[src/rtl/interleaver_if.sv]
// Serial coded-bit stream with valid/ready handshake plus per-symbol map type
// and SIGNAL flag sideband.
interface interleaver_if;
  logic       dat;
  logic       vld;
  logic       rdy;
  logic       sig_flag;
  logic [1:0] Map_Type;

  modport master (output dat, output vld, output sig_flag, output Map_Type, input rdy);
  modport slave  (input dat, input vld, input sig_flag, input Map_Type, output rdy);
endinterface

[src/rtl/interleaver.sv]
// 802.11a block interleaver: ping-pong bit banks written in permuted order,
// read back sequentially through a two-stage registered output pipeline.
module interleaver #(
  parameter int unsigned BANK_DEPTH = 288
) (
  input  logic          clk,
  input  logic          rst_n,
  interleaver_if.slave  intlv_din,
  interleaver_if.master intlv_dout
);
  localparam int unsigned AW = $clog2(BANK_DEPTH);
  typedef logic [AW-1:0] addr_t;
  typedef enum logic [1:0] {EMPTY, FILLING, FULL, DRAINING} bank_e;

  function automatic addr_t last_addr(input logic [1:0] mt);
    case (mt)
      2'b00:   return addr_t'(47);
      2'b01:   return addr_t'(95);
      2'b10:   return addr_t'(191);
      default: return addr_t'(287);
    endcase
  endfunction

  // Ncbps/16: distance in i between consecutive k within one row of 16
  function automatic addr_t row_step(input logic [1:0] mt);
    case (mt)
      2'b00:   return addr_t'(3);
      2'b01:   return addr_t'(6);
      2'b10:   return addr_t'(12);
      default: return addr_t'(18);
    endcase
  endfunction

  function automatic logic [1:0] span(input logic [1:0] mt);
    case (mt)
      2'b10:   return 2'd2;
      2'b11:   return 2'd3;
      default: return 2'd1;
    endcase
  endfunction

  bank_e                 st_q [2];
  bank_e                 st_d [2];
  logic [1:0]            map_q [2];
  logic                  sig_q [2];
  logic [BANK_DEPTH-1:0] mem_q [2];

  logic       wr_q, wr_d, rd_q, rd_d;
  addr_t      k_q, k_d, q_q, q_d, i_q, i_d, ra_q, ra_d;
  logic [3:0] r_q, r_d;
  logic [1:0] rm_q, rm_d, qm_q, qm_d;

  logic       s1_vld_q, s1_dat_q, s1_sig_q;
  logic [1:0] s1_map_q;
  logic       out_vld_q, out_dat_q, out_sig_q;
  logic [1:0] out_map_q;

  logic       din_rdy, wr_fire, wr_last;
  logic [1:0] wr_map, wr_s;
  addr_t      wr_addr;
  logic       out_en, rd_ok, rd_fire, rd_last;

  // Geometry comes from the live input only on k=0; afterwards the latched copy.
  assign wr_map  = (st_q[wr_q] == EMPTY) ? intlv_din.Map_Type : map_q[wr_q];
  assign wr_s    = span(wr_map);
  assign din_rdy = (st_q[wr_q] == EMPTY) || (st_q[wr_q] == FILLING);
  assign wr_fire = intlv_din.vld && din_rdy;
  assign wr_last = (k_q == last_addr(wr_map));

  // Ncbps and Ncbps/16 are multiples of s, so i mod s = q mod s and
  // j = i - (k mod s-step) with a +s wrap when (q mod s) < (r mod s).
  assign wr_addr = (qm_q >= rm_q) ? (i_q - addr_t'(rm_q))
                                  : (i_q + addr_t'(wr_s) - addr_t'(rm_q));

  assign out_en  = !out_vld_q || intlv_dout.rdy;
  assign rd_ok   = (st_q[rd_q] == FULL) || (st_q[rd_q] == DRAINING);
  assign rd_fire = out_en && rd_ok;
  assign rd_last = (ra_q == last_addr(map_q[rd_q]));

  always_comb begin
    st_d = st_q;
    wr_d = wr_q;
    rd_d = rd_q;
    k_d  = k_q;
    q_d  = q_q;
    i_d  = i_q;
    r_d  = r_q;
    rm_d = rm_q;
    qm_d = qm_q;
    ra_d = ra_q;
    if (wr_fire) begin
      if (wr_last) begin
        st_d[wr_q] = FULL;
        wr_d = ~wr_q;
        k_d  = '0;
        q_d  = '0;
        i_d  = '0;
        r_d  = '0;
        rm_d = '0;
        qm_d = '0;
      end else begin
        st_d[wr_q] = FILLING;
        k_d = k_q + addr_t'(1);
        if (r_q == 4'd15) begin
          r_d  = '0;
          rm_d = '0;
          q_d  = q_q + addr_t'(1);
          i_d  = q_q + addr_t'(1);
          qm_d = (qm_q == wr_s - 2'd1) ? 2'd0 : qm_q + 2'd1;
        end else begin
          r_d  = r_q + 4'd1;
          rm_d = (rm_q == wr_s - 2'd1) ? 2'd0 : rm_q + 2'd1;
          i_d  = i_q + row_step(wr_map);
        end
      end
    end
    if (rd_fire) begin
      if (rd_last) begin
        st_d[rd_q] = EMPTY;
        rd_d = ~rd_q;
        ra_d = '0;
      end else begin
        st_d[rd_q] = DRAINING;
        ra_d = ra_q + addr_t'(1);
      end
    end
  end

  always_ff @(posedge clk or negedge rst_n) begin
    if (!rst_n) begin
      st_q      <= '{EMPTY, EMPTY};
      map_q     <= '{2'b00, 2'b00};
      sig_q     <= '{1'b0, 1'b0};
      wr_q      <= 1'b0;
      rd_q      <= 1'b0;
      k_q       <= '0;
      q_q       <= '0;
      i_q       <= '0;
      r_q       <= '0;
      rm_q      <= '0;
      qm_q      <= '0;
      ra_q      <= '0;
      s1_vld_q  <= 1'b0;
      s1_dat_q  <= 1'b0;
      s1_sig_q  <= 1'b0;
      s1_map_q  <= '0;
      out_vld_q <= 1'b0;
      out_dat_q <= 1'b0;
      out_sig_q <= 1'b0;
      out_map_q <= '0;
    end else begin
      st_q <= st_d;
      wr_q <= wr_d;
      rd_q <= rd_d;
      k_q  <= k_d;
      q_q  <= q_d;
      i_q  <= i_d;
      r_q  <= r_d;
      rm_q <= rm_d;
      qm_q <= qm_d;
      ra_q <= ra_d;
      if (wr_fire && (st_q[wr_q] == EMPTY)) begin
        map_q[wr_q] <= intlv_din.Map_Type;
        sig_q[wr_q] <= intlv_din.sig_flag;
      end
      // Both pipeline stages advance together; a stall freezes them intact.
      if (out_en) begin
        s1_vld_q <= rd_fire;
        if (rd_fire) begin
          s1_dat_q <= mem_q[rd_q][ra_q];
          s1_sig_q <= sig_q[rd_q];
          s1_map_q <= map_q[rd_q];
        end
        out_vld_q <= s1_vld_q;
        if (s1_vld_q) begin
          out_dat_q <= s1_dat_q;
          out_sig_q <= s1_sig_q;
          out_map_q <= s1_map_q;
        end
      end
    end
  end

  always_ff @(posedge clk) begin
    if (wr_fire) begin
      mem_q[wr_q][wr_addr] <= intlv_din.dat;
    end
  end

  assign intlv_din.rdy       = din_rdy;
  assign intlv_dout.dat      = out_dat_q;
  assign intlv_dout.vld      = out_vld_q;
  assign intlv_dout.sig_flag = out_sig_q;
  assign intlv_dout.Map_Type = out_map_q;
endmodule

[src/flat_wrapper.sv]
// flat-port wrapper written by rule: the top's interface ports become plain ports
module interleaver_flat 
#(
  parameter int unsigned BANK_DEPTH = 288
)
  (clk, rst_n, intlv_din_dat, intlv_din_vld, intlv_din_sig_flag, intlv_din_Map_Type, intlv_din_rdy, intlv_dout_dat, intlv_dout_vld, intlv_dout_sig_flag, intlv_dout_Map_Type, intlv_dout_rdy);
  interleaver_if intlv_din_i ();
  interleaver_if intlv_dout_i ();
  input  logic clk;
  input  logic rst_n;
  input wire logic [$bits(intlv_din_i.dat)-1:0] intlv_din_dat;
  input wire logic [$bits(intlv_din_i.vld)-1:0] intlv_din_vld;
  input wire logic [$bits(intlv_din_i.sig_flag)-1:0] intlv_din_sig_flag;
  input wire logic [$bits(intlv_din_i.Map_Type)-1:0] intlv_din_Map_Type;
  output wire logic [$bits(intlv_din_i.rdy)-1:0] intlv_din_rdy;
  output wire logic [$bits(intlv_dout_i.dat)-1:0] intlv_dout_dat;
  output wire logic [$bits(intlv_dout_i.vld)-1:0] intlv_dout_vld;
  output wire logic [$bits(intlv_dout_i.sig_flag)-1:0] intlv_dout_sig_flag;
  output wire logic [$bits(intlv_dout_i.Map_Type)-1:0] intlv_dout_Map_Type;
  input wire logic [$bits(intlv_dout_i.rdy)-1:0] intlv_dout_rdy;
  assign intlv_din_i.dat = intlv_din_dat;
  assign intlv_din_i.vld = intlv_din_vld;
  assign intlv_din_i.sig_flag = intlv_din_sig_flag;
  assign intlv_din_i.Map_Type = intlv_din_Map_Type;
  assign intlv_din_rdy = intlv_din_i.rdy;
  assign intlv_dout_dat = intlv_dout_i.dat;
  assign intlv_dout_vld = intlv_dout_i.vld;
  assign intlv_dout_sig_flag = intlv_dout_i.sig_flag;
  assign intlv_dout_Map_Type = intlv_dout_i.Map_Type;
  assign intlv_dout_i.rdy = intlv_dout_rdy;
  interleaver #(.BANK_DEPTH(BANK_DEPTH)) u_core (.clk(clk), .rst_n(rst_n), .intlv_din(intlv_din_i), .intlv_dout(intlv_dout_i));
endmodule
[config.mk]
export PLATFORM = sky130hd
export DESIGN_NAME = interleaver_flat
export DESIGN_NICKNAME = d
export VERILOG_FILES = /design/src/rtl/interleaver_if.sv /design/src/rtl/interleaver.sv /design/src/flat_wrapper.sv
export SDC_FILE = /design/constraint.sdc
export NUM_CORES = 1
export LEC_CHECK = 0
export BUFFER_PORTS_ARGS = -buffer_cell sky130_fd_sc_hd__buf_2
export CORE_MARGIN = 1
export CORE_UTILIZATION = 35
export CTS_CLUSTER_SIZE = 20
export DETAILED_ROUTE_END_ITERATION = 8
export HOLD_SLACK_MARGIN = 0.06
export SYNTH_ARGS = -nofsm -noshare
export SYNTH_HDL_FRONTEND = slang
export SYNTH_SLANG_ARGS = --single-unit
[constraint.sdc]
create_clock -name clk -period 6.6 [get_ports clk]
set_input_delay 0.33 -clock clk [delete_from_list [all_inputs] [get_ports clk]]
set_output_delay 0.33 -clock clk [all_outputs]
set_load 0.05 [all_outputs]
==> impl_results.md, run 1 <==
- Top_reg_cell synth: edfxtp_1
- Most frequent cells after synthesis: edfxtp_1 (576), nor3_1 (524), nand2_1 (156)
- RR Endpoint: u_core.mem_q[1][172]
- Nets: 2,339
- Final-report hold violation count: 0
- WP data arrival: 6.10 ns
- Area grow syn2layout: 10.8%
- Post_cts resized: 0
- Combinational Power Share: 0.477
- Clk root buf: clkbuf_16
- Flop pwr share: 0.286
- Pwr Density: 488 nW/um^2
- Clock power frac: 0.237
- Required time worst endpoint: 6.89 ns
- Pre-antenna DRT Iters: 6
- Yosys reg bits: 642
- Initial DRC Count: 1,867
- Die Width: 299 microns
- Syn Std Cell Area: 31,000 sq um
- R2R cell count: 16
- Full die area: 89,600 sq um
- TritonCTS clock tree: yes
- LEAKAGE: 0.0100 uW
- Post-Synthesis Cells: 2,381
- Syn. warnings: 0
- CP endpoint kind: flop
- Worst Tran Pin Value: 1.21 ns
- Clk_skew: 0.0245 ns
- Power Total: 16,700 uW
- Routed length on met1: 32.0 mm
- Most frequent cell after synthesis: edfxtp_1
- Die Span Y: 299 microns
- Initial antenna violation count: 0
- Maximum vdd drop: 1.79 mV
- Fraction of layout cells with a size suffix above 1: 0.137
- Post-synth ARST share: 0.103
- Critical Path Source Type: flop
- Distinct cells, synth: 67
- Ranking of synthesized cells by area: edfxtp_1 (56%), mux4_2 (8.5%), nor3_1 (8.5%)
- Final ANT Viol Nets: 0
- Ports: 14
- Finished Cell Area: 34,300 sq um
- Pint: 8680 uW
- Switching share of power: 0.481
- Avg Inst Size Synth: 13.0 sq um
- Setup TNS: 0 ns
- Critical path class: flop to flop
- CTS H-tree depth: 3
- CP startpoint: u_core.wr_q
- Met2 WL: 39.3 mm
- Drt wl/cell: 22.3 microns
- Clk_lat worst skew: 0.62 ns
- Post-route insts no fill: 3,496
- Outcome: complete, no violations
- Top cell type's share of synthesized area: 0.559
- GPL Wtd Cong: 0.833
- Hold WS: 0.298 ns
- DP HPWL: 47.0 mm
- Worst relative slew slack: 0.193
- # Max-Cap Violations: 0
- Metal3 WL: 4.61 mm
- First-pass GRT wire length: 120 mm
- GRT Util Overall: 0.173
- CTS Buffer Depth: 3
- # fillers: 8,132
- Max-slew violations: 0
- Drt total wl: 77.8 mm
- Final setup violating endpoints: 0
- Clock transition at path regs: 0.06 ns
- Vias per cell: 5.73
- Fin crit period: 5.82 ns
- Rows: 108
- Placed insts: 3,368
- Worst r2r src: u_core.wr_q
- Highest metal used: met4
- RSZ-0062 raised after global routing: false
- Sequential area share after synthesis: 0.612
- Area of the core: 87,200 sq um
- DRC Markers: 0
- Vias in the first global route: 20,000
- Pin count of the biggest net entering global routing: 211
- Via count: 20,000
- Hold Crit Class: input port to flop
- Inserted Clock Buffers: 68
- Mapped Nets: 2,431
- Area post-placement: 32,000 sq um
- Net switching power: 8050 uW
- Critical Path Sink: u_core.mem_q[1][172]
- Yosys top cell by area: edfxtp_1
- CP max FO: 8
- Fin crit share: 0.881
- Post-synth EDFFs: 576
- Max frequency: 172 MHz
- Flop2flop setup slack: 0.78 ns
- IO Port Bufs: 13
- Grt ovf: 0
- Clock net sink count: 642
- Starting Density: 0.355
- Ant. Diodes: 0
-- sequential cells by signal, indices dropped and copies added, names as in the netlist, 2 cells and up --
signal                      cells
u_core.st_q                     4
u_core.i_q                      9
u_core.q_q                      9
u_core.sig_q                    2
u_core.k_q                      9
u_core.s1_map_q                 2
u_core.mem_q                  576
u_core.ra_q                     9
u_core.rm_q                     2
u_core.intlv_dout.Map_Type      2
u_core.map_q                    4
u_core.qm_q                     2
u_core.r_q                      4
-- cell usage in the layout, fill, tap and decap left out, types with 9 or more instances in the layout --
master,instances
nand2_1,155
mux2i_1,84
nor3_1,523
xnor2_1,24
nand3_1,35
dfrtp_1,62
buf_2,12
a21oi_1,47
clkbuf_1,12
o22ai_1,12
or3_1,15
clkinv_2,11
nor2b_1,9
clkbuf_16,69
nand2b_1,16
bufinv_16,11
clkinv_1,10
and3_1,13
o211ai_1,10
mux2_2,25
buf_12,11
o221ai_1,26
edfxtp_1,576
o21ai_0,69
buf_4,34
mux4_2,117
a2111oi_0,10
ha_1,38
nor2_1,73
inv_1,28
nor4_1,69
-- per-layer routing --
metal / track usage / vias up
met3: 0.0252 / 112
li1: - / 9120
met1: 0.222 / 10200
met4: 0.0534 / 0
met2: 0.301 / 649
met5: 0 / -
-- logic make-up (layout without fill, tap and decap cells) --
| group | after synthesis | count (layout) | share of synthesized area |
|---|---|---|---|
| XOR/XNOR | 32 | 32 | 0.00905 |
| AND/OR/NAND/NOR | 940 | 940 | 0.150 |
| multiplexers | 226 | 226 | 0.121 |
| adder cells (fa/ha/maj) | 42 | 42 | 0.0179 |
| flip-flops | 642 | 642 | 0.612 |
| buffers and inverters | 254 | 214 | 0.0377 |
| AO/OA/AOI/OAI | 245 | 245 | 0.0523 |
-- through the flow --
stage	setup slack, ns	util
6_report	0.784	0.394
5_1_grt	0.350	0.394
4_1_cts	0.820	0.394
3_5_place_dp	0.845	0.367
3_3_place_gp	1.05	0.367
2_1_floorplan	1.77	-
-- worst min path at each step --
stage                                   from             endpoint  cells past startpoint
after CTS                      intlv_din_dat  u_core.mem_q[0][50]                      1
after floorplan                        rst_n        u_core.i_q[0]                      0
after global placement         u_core.k_q[2]        u_core.k_q[2]                      1
after global routing           intlv_din_dat  u_core.mem_q[1][54]                      1
after detailed placement  u_core.s1_map_q[1]   u_core.s1_map_q[1]                      2
final                          intlv_din_dat  u_core.mem_q[1][54]                      1
-- repair_timing --
action | CTS | global route
hold buffers | 6 | 0
hold endpoints to repair | 75 | 0
setup buffers | 0 | 0
-- power by group through the flow --
stage / logic (uW) / clock network (uW) / registers, uW
after floorplan: 5630 / 0 / 4790
after global placement: 7680 / 0 / 4870
after detailed placement: 7860 / 0 / 4880
after CTS: 7900 / 4040 / 4790
after global routing: 8560 / 4190 / 4810
final: 7970 / 3970 / 4790
-- worst max-delay path, stage by stage, from the launching register on --
cell and delay, ns:
dfrtp_1 0.47, mux2_2 0.36, or3_1 0.36, nand2_1 0.18, inv_1 0.11, ha_1 0.25
or2_2 0.32, fa_1 0.50, ha_1 0.31, a21o_1 0.15, a21oi_1 0.22, xnor2_1 0.12
mux2i_1 0.70, nand2_1 0.48, nor2_1 0.29, nand2_1 0.32, nor3_1 0.33
-- final cells by class --
class | instances | area (sq um) | area share
sequential | 642 | 19000 | 0.553
clock buffer | 82 | 1790 | 0.0521
clock inverter | 40 | 503 | 0.0147
inverter | 28 | 105 | 0.00306
multi-input combinational | 1485 | 10900 | 0.318
timing repair buffer | 64 | 611 | 0.0178
tap | 1155 | 1450 | 0.0421
(Power assumes the default switching activity.)
==> run 2, diff against run 1 <==
--- a/config.mk
+++ b/config.mk
@@ -5,6 +5,7 @@
 export SDC_FILE = /design/constraint.sdc
 export NUM_CORES = 1
 export LEC_CHECK = 0
+export ABC_AREA = 1
 export BUFFER_PORTS_ARGS = -buffer_cell sky130_fd_sc_hd__buf_2
 export CORE_MARGIN = 1
 export CORE_UTILIZATION = 35
==> impl_results.md, run 2 <==
- Rows: 110
- Mapped Nets: 3,574
- Pre-CTS setup slack: 0.978 ns
- Hold Crit Class: input port to flop
- Syn Std Cell Area: 32,200 sq um
- Syn. warnings: 0
- Multi-input gate area: 11,600 sq um
- Post-Synthesis Cells: 3,524
- Initial DRC Count: 2,356
- Most frequent cell after synthesis: nor2_1
- Critical Path Source Type: flop
- Worst relative slew slack: 0.213
- Area of the core: 90,600 sq um
- Largest reg by FF count: u_core.mem_q
- Vias in the first global route: 24,200
- Pre-antenna DRT Iters: 6
- Max reg flops: 576
- Top_reg_cell synth: edfxtp_1
- Clock transition at path regs: 0.06 ns
- Pin count of the biggest net entering global routing: 260
- Final-report hold violation count: 0
- Grt ovf: 0
- Fraction of layout cells with a size suffix above 1: 0.0652
- Top Family by Delay on Critical Path: compound AO/OA/AOI/OAI gates
- First-pass GRT wire length: 138 mm
- Final setup margin: 0.882 ns
- Critical-path top delay cell: dfrtp_4
- Sequential area share after synthesis: 0.588
- CTS H-tree depth: 3
- Hold WS: 0.175 ns
- WP data arrival: 6.03 ns
- Distinct cells, synth: 47
- CP dominant cell by count: nand2_1
- WHS Path Cells: 5
- Worst r2r src: u_core.wr_q
- Setup TNS: 0 ns
- Post-synth ARST share: 0.103
- Routed length on met1: 37.5 mm
- Full die area: 93,300 sq um
- RR Endpoint: u_core.mem_q[1][272]
- Post-route insts no fill: 4,625
- Vias per cell: 5.40
- Critical path class: flop to flop
- Flop2flop setup slack: 0.88 ns
- Most common cell after layout, fill and taps aside: nor2_1
- IO Port Bufs: 13
- Top cell type's share of synthesized area: 0.536
- Ranking of synthesized cells by area: edfxtp_1 (54%), nor2_1 (11%), nand2_1 (6.0%)
- Sequential cell area: 19,000 sq um
- # Max-Cap Violations: 0
- Die Width: 306 microns
- Via count: 25,000
- RSZ-0062 raised after global routing: false
- Commonest cells after routing, fill and taps aside: nor2_1 (920), edfxtp_1 (576), nand2_1 (519)
- Clk_skew: 0.0203 ns
- CP max FO: 32
- Worst Tran Pin Value: 1.18 ns
- Clk_lat worst skew: 0.62 ns
- Post-synth EDFFs: 576
- R2R cell count: 22
- TritonCTS clock tree: yes
- Most frequent cells after synthesis: nor2_1 (921), edfxtp_1 (576), nand2_1 (519)
- Max frequency: 175 MHz
- Clock net sink count: 642
- Worst path cell trace: o21ai_0 > nand2_1 > o211ai_1 > o21ai_0 > ha_1 > or2_2 > fa_1 > fa_1 > a21oi_1 > o21ai_2 > nand2_1 > nand2_1 > nand2_1 > nand2_1 > xor2_1 > nand2_1 > o21ai_4 > inv_2 > nor2_2 > buf_4 > nand3_1 > nor2_1
- Ant. Diodes: 0
- GPL Wtd Cong: 0.842
- Critical path buffers and inverters: 2
- Die Span Y: 306 microns
- DP HPWL: 45.0 mm
- Hold Crit Start: intlv_din_vld
- Yosys top cell by area: edfxtp_1
- Max-slew violations: 0
- Yosys reg bits: 642
- Clk root buf: clkbuf_16
- CP endpoint kind: flop
- Power Total: 13,700 uW
- Final setup violating endpoints: 0
- Maximum vdd drop: 0.612 mV
- Nets: 3,440
- CP max stage delay: 0.56 ns
- Fin crit share: 0.866
- Outcome: complete, no violations
- Final ANT Viol Nets: 0
- Fin crit period: 5.72 ns
- Drt total wl: 88.8 mm
- Drt wl/cell: 19.2 microns
- Starting Density: 0.356
- GRT Util Overall: 0.187
- Post_cts resized: 0
- Avg Inst Size Synth: 9.15 sq um
- CTS Buffer Depth: 3
- Area grow syn2layout: 9.67%
- Ports: 14
- # fillers: 8,908
- Pwr Density: 388 nW/um^2
- Initial antenna violation count: 0
- Placed insts: 4,487
- Inserted Clock Buffers: 72
- DRC Markers: 0
- Highest metal used: met4
- Metal3 WL: 6.11 mm
- Hold endpoint: u_core.st_q[1]
- Required time worst endpoint: 6.91 ns
- Met2 WL: 42.7 mm
- LEAKAGE: 0.0129 uW
==> run 2: cell types whose count changed after synthesis, moves of 24 or more <==
cell	before	now
nand3_1	35	341
clkbuf_1	96	133
nor4_1	69	3
o21ai_0	70	221
mux2i_1	84	2
buf_2	80	104
nor3_1	524	7
mux4_2	117	0
nand2_1	156	519
nor2_1	73	921
inv_1	28	129
nand4_1	7	201
==> run 2: routing by layer <==
metal  global-route usage  vias to the layer above
met5                    0                        -
met4               0.0638                        0
met3               0.0318                      149
met2                0.316                      804
met1                0.242                    12200
li1                     -                    11800
==> run 2: tightest hold or removal path, cell delays in order <==
cell     delay (ns)
buf_2          0.12
inv_1          0.07
nor2_1         0.05
nand2_1        0.09
a21oi_1        0.07
==> run 2: worst max path at each step <==
stage	from	to	slack, ns	depth (start not counted)
floorplan	u_core.wr_q	u_core.mem_q[0][226]	1.90	22
global placement	u_core.wr_q	u_core.mem_q[0][239]	1.05	18
detailed placement	u_core.wr_q	u_core.mem_q[0][239]	0.98	18
CTS	u_core.wr_q	u_core.mem_q[1][272]	0.94	22
global route	u_core.wr_q	u_core.mem_q[1][280]	0.51	22
finish	u_core.wr_q	u_core.mem_q[1][272]	0.88	22
==> run 2: final cells by class <==
cell class                      instances  area share
Tap cell                             1176      0.0416
Clock inverter                         28     0.00446
Timing Repair Buffer                   73      0.0184
Sequential cell                       642       0.536
Inverter                              139      0.0153
Clock buffer                          105      0.0568
Multi-Input combinational cell       2462       0.327
==> run 2: per-stage QoR <==
step,area (sq um),utilization
after global placement,33100,0.366
after detailed placement,33100,0.366
after CTS,35400,0.390
final,35400,0.390
after global routing,35400,0.390
after floorplan,32200,-
==> run 2: report_power, final <==
part | switching, uW | internal, uW | leakage, uW | total [uW]
clock network | 1630 | 2150 | 0.00105 | 3780
registers | 186 | 4510 | 0.00595 | 4690
logic | 4040 | 1190 | 0.00591 | 5230
==> run 2: timing repair <==
item,CTS,global route
endpoints found under the hold margin,73,0
buffers inserted,0,0
hold buffers,5,0
==> run 2: logic make-up (layout without fill, tap and decap cells) <==
family / after synthesis / in the layout / share of synthesized area
AND/OR/NAND/NOR: 2038 / 2038 / 0.271
flip-flops: 642 / 642 / 0.588
buffers and inverters: 420 / 345 / 0.0547
AO/OA/AOI/OAI: 348 / 348 / 0.0596
adder cells (fa/ha/maj): 42 / 42 / 0.0172
XOR/XNOR: 28 / 28 / 0.00761
multiplexers: 6 / 6 / 0.00202
==> run 3, diff against run 2 <==
--- a/config.mk
+++ b/config.mk
@@ -7,6 +7,7 @@
 export LEC_CHECK = 0
 export ABC_AREA = 1
 export BUFFER_PORTS_ARGS = -buffer_cell sky130_fd_sc_hd__buf_2
+export CORE_ASPECT_RATIO = 1.25
 export CORE_MARGIN = 1
 export CORE_UTILIZATION = 35
 export CTS_CLUSTER_SIZE = 20
==> impl_results.md, run 3 (synthesis results as in run 2) <==
- Initial DRC Count: 2,229
- Outcome: complete, no violations
- # fillers: 8,980
- Largest reg by FF count: u_core.mem_q
- Clk root buf: clkbuf_16
- Area grow syn2layout: 9.78%
- Final-report hold violation count: 0
- WP data arrival: 6.16 ns
- Hold Crit Start: intlv_din_vld
- Critical Path Source Type: flop
- Clk_skew: 0.0272 ns
- CTS H-tree depth: 3
- Die Width: 273 microns
- Ports: 14
- Most common cell after layout, fill and taps aside: nor2_1
- CP max FO: 57
- Starting Density: 0.353
- Clock net sink count: 642
- Max frequency: 171 MHz
- Maximum vdd drop: 0.475 mV
- GPL Wtd Cong: 0.824
- Initial antenna violation count: 0
- Required time worst endpoint: 6.93 ns
- Finished Cell Area: 35,400 sq um
- Clock transition at path regs: 0.06 ns
- Max-slew violations: 0
- R2R cell count: 19
- Flop2flop setup slack: 0.77 ns
- Fraction of layout cells with a size suffix above 1: 0.0708
- IO Port Bufs: 13
- WHS Path Cells: 5
- Area post-placement: 33,300 sq um
- CTS Buffer Depth: 3
- Area of the core: 91,400 sq um
- Inserted Clock Buffers: 66
- # Max-Cap Violations: 0
- Fin crit period: 5.83 ns
- Hold endpoint: u_core.wr_q
- Fin crit share: 0.884
- Ant. Diodes: 0
- Clk_lat worst skew: 0.63 ns
- Pin count of the biggest net entering global routing: 269
- Pwr Density: 388 nW/um^2
- Drt wl/cell: 19.5 microns
- Grt ovf: 0
- Via count: 25,400
- Vias in the first global route: 25,300
- LEAKAGE: 0.0129 uW
- Final ANT Viol Nets: 0
- Pre-antenna DRT Iters: 5
- DRC Markers: 0
- GRT Util Overall: 0.193
- Rows: 124
- Sequential cell area: 19,000 sq um
- Die Span Y: 341 microns
- First-pass GRT wire length: 141 mm
- Full die area: 93,300 sq um
- Hold Crit Class: input port to flop
- Multi-input gate area: 11,600 sq um
- Vias per cell: 5.46
- Commonest cells after routing, fill and taps aside: nor2_1 (920), edfxtp_1 (576), nand2_1 (519)
- Nets: 3,447
- DP HPWL: 47.9 mm
- Worst relative slew slack: 0.212
- TritonCTS clock tree: yes
- CP endpoint kind: flop
- Worst r2r src: u_core.wr_q
- Worst Tran Pin Value: 1.18 ns
- Final setup violating endpoints: 0
- Drt total wl: 90.4 mm
- RR Endpoint: u_core.mem_q[0][156]
- Max reg flops: 576
- Post_cts resized: 0
- Critical path class: flop to flop
- Setup TNS: 0 ns
- RSZ-0062 raised after global routing: false
## run 3: cell types whose count changed in the layout (fill, tap and decap cells not counted), moves of 2 or more
| cell | change |
|---|---|
| buf_4 | +13 |
| bufinv_16 | +5 |
| clkbuf_1 | -19 |
| clkbuf_16 | -9 |
| clkbuf_8 | -2 |
| clkinv_1 | -2 |
| clkinv_2 | +5 |
| inv_6 | +4 |
## run 3: per-layer routing
metal	track usage	vias to the layer above	routed length, microns
li1	-	11800	-
met1	0.226	12500	35600
met2	0.344	779	45900
met3	0.0286	191	5100
met4	0.0937	0	3820
met5	0	-	0
## run 3: worst max-delay path by stage
stage	from	to	slack [ns]
floorplan	u_core.wr_q	u_core.mem_q[0][226]	1.90
global placement	u_core.wr_q	u_core.mem_q[0][190]	0.88
detailed placement	u_core.wr_q	u_core.mem_q[0][156]	0.73
CTS	u_core.wr_q	u_core.mem_q[0][156]	0.73
global route	u_core.wr_q	u_core.mem_q[0][49]	0.30
finish	u_core.wr_q	u_core.mem_q[0][156]	0.77
## run 3: layout make-up
cell class / instances / share of cell area
clock buffers: 75 / 0.0476
clock inverters: 43 / 0.0111
inverters: 139 / 0.0152
multi-input cells: 2462 / 0.327
flip-flops and latches: 642 / 0.536
well taps: 1197 / 0.0423
repair buffers: 86 / 0.0211
## run 3: metrics by stage
| step | hold slack, ns | utilization | std cells | total power [uW] | worst slack (ns) |
|---|---|---|---|---|---|
| global placement | 0.455 | 0.364 | 4521 | 10100 | 0.885 |
| finish | 0.134 | 0.387 | 4644 | 13700 | 0.769 |
| floorplan | 0.0344 | - | 3524 | 8010 | 1.90 |
| CTS | 0.106 | 0.387 | 4644 | 13800 | 0.733 |
| global route | 0.145 | 0.387 | 4644 | 14400 | 0.300 |
| detailed placement | 0.462 | 0.364 | 4521 | 10100 | 0.734 |
## run 3: where the power goes
part / total (uW) / leakage (uW) / switching, uW / internal (uW)
clock network: 3700 / 0.00102 / 1620 / 2080
logic: 5380 / 0.00597 / 4110 / 1270
registers: 4650 / 0.00595 / 145 / 4510
## run 3: critical path: stages (launching register included)
cell	delay, ns
dfrtp_4	0.92
nand2_1	0.18
o21ai_2	0.14
nand2_1	0.12
o211ai_1	0.10
o21ai_0	0.28
ha_1	0.34
or2_2	0.32
fa_1	0.49
fa_1	0.48
a21oi_1	0.18
o21ai_2	0.09
nand4_1	0.11
nand3_1	0.09
nand3_1	0.10
nand2_1	0.24
nor2_4	0.67
buf_4	0.37
nand4_1	0.14
nor2_1	0.16
## run 3: what timing repair did
item | 4_1_cts | 5_1_grt
hold buffers | 5 | 0
endpoints found under the hold margin | 74 | 0
setup buffers | 0 | 0
setup endpoints to repair | 0 | 0
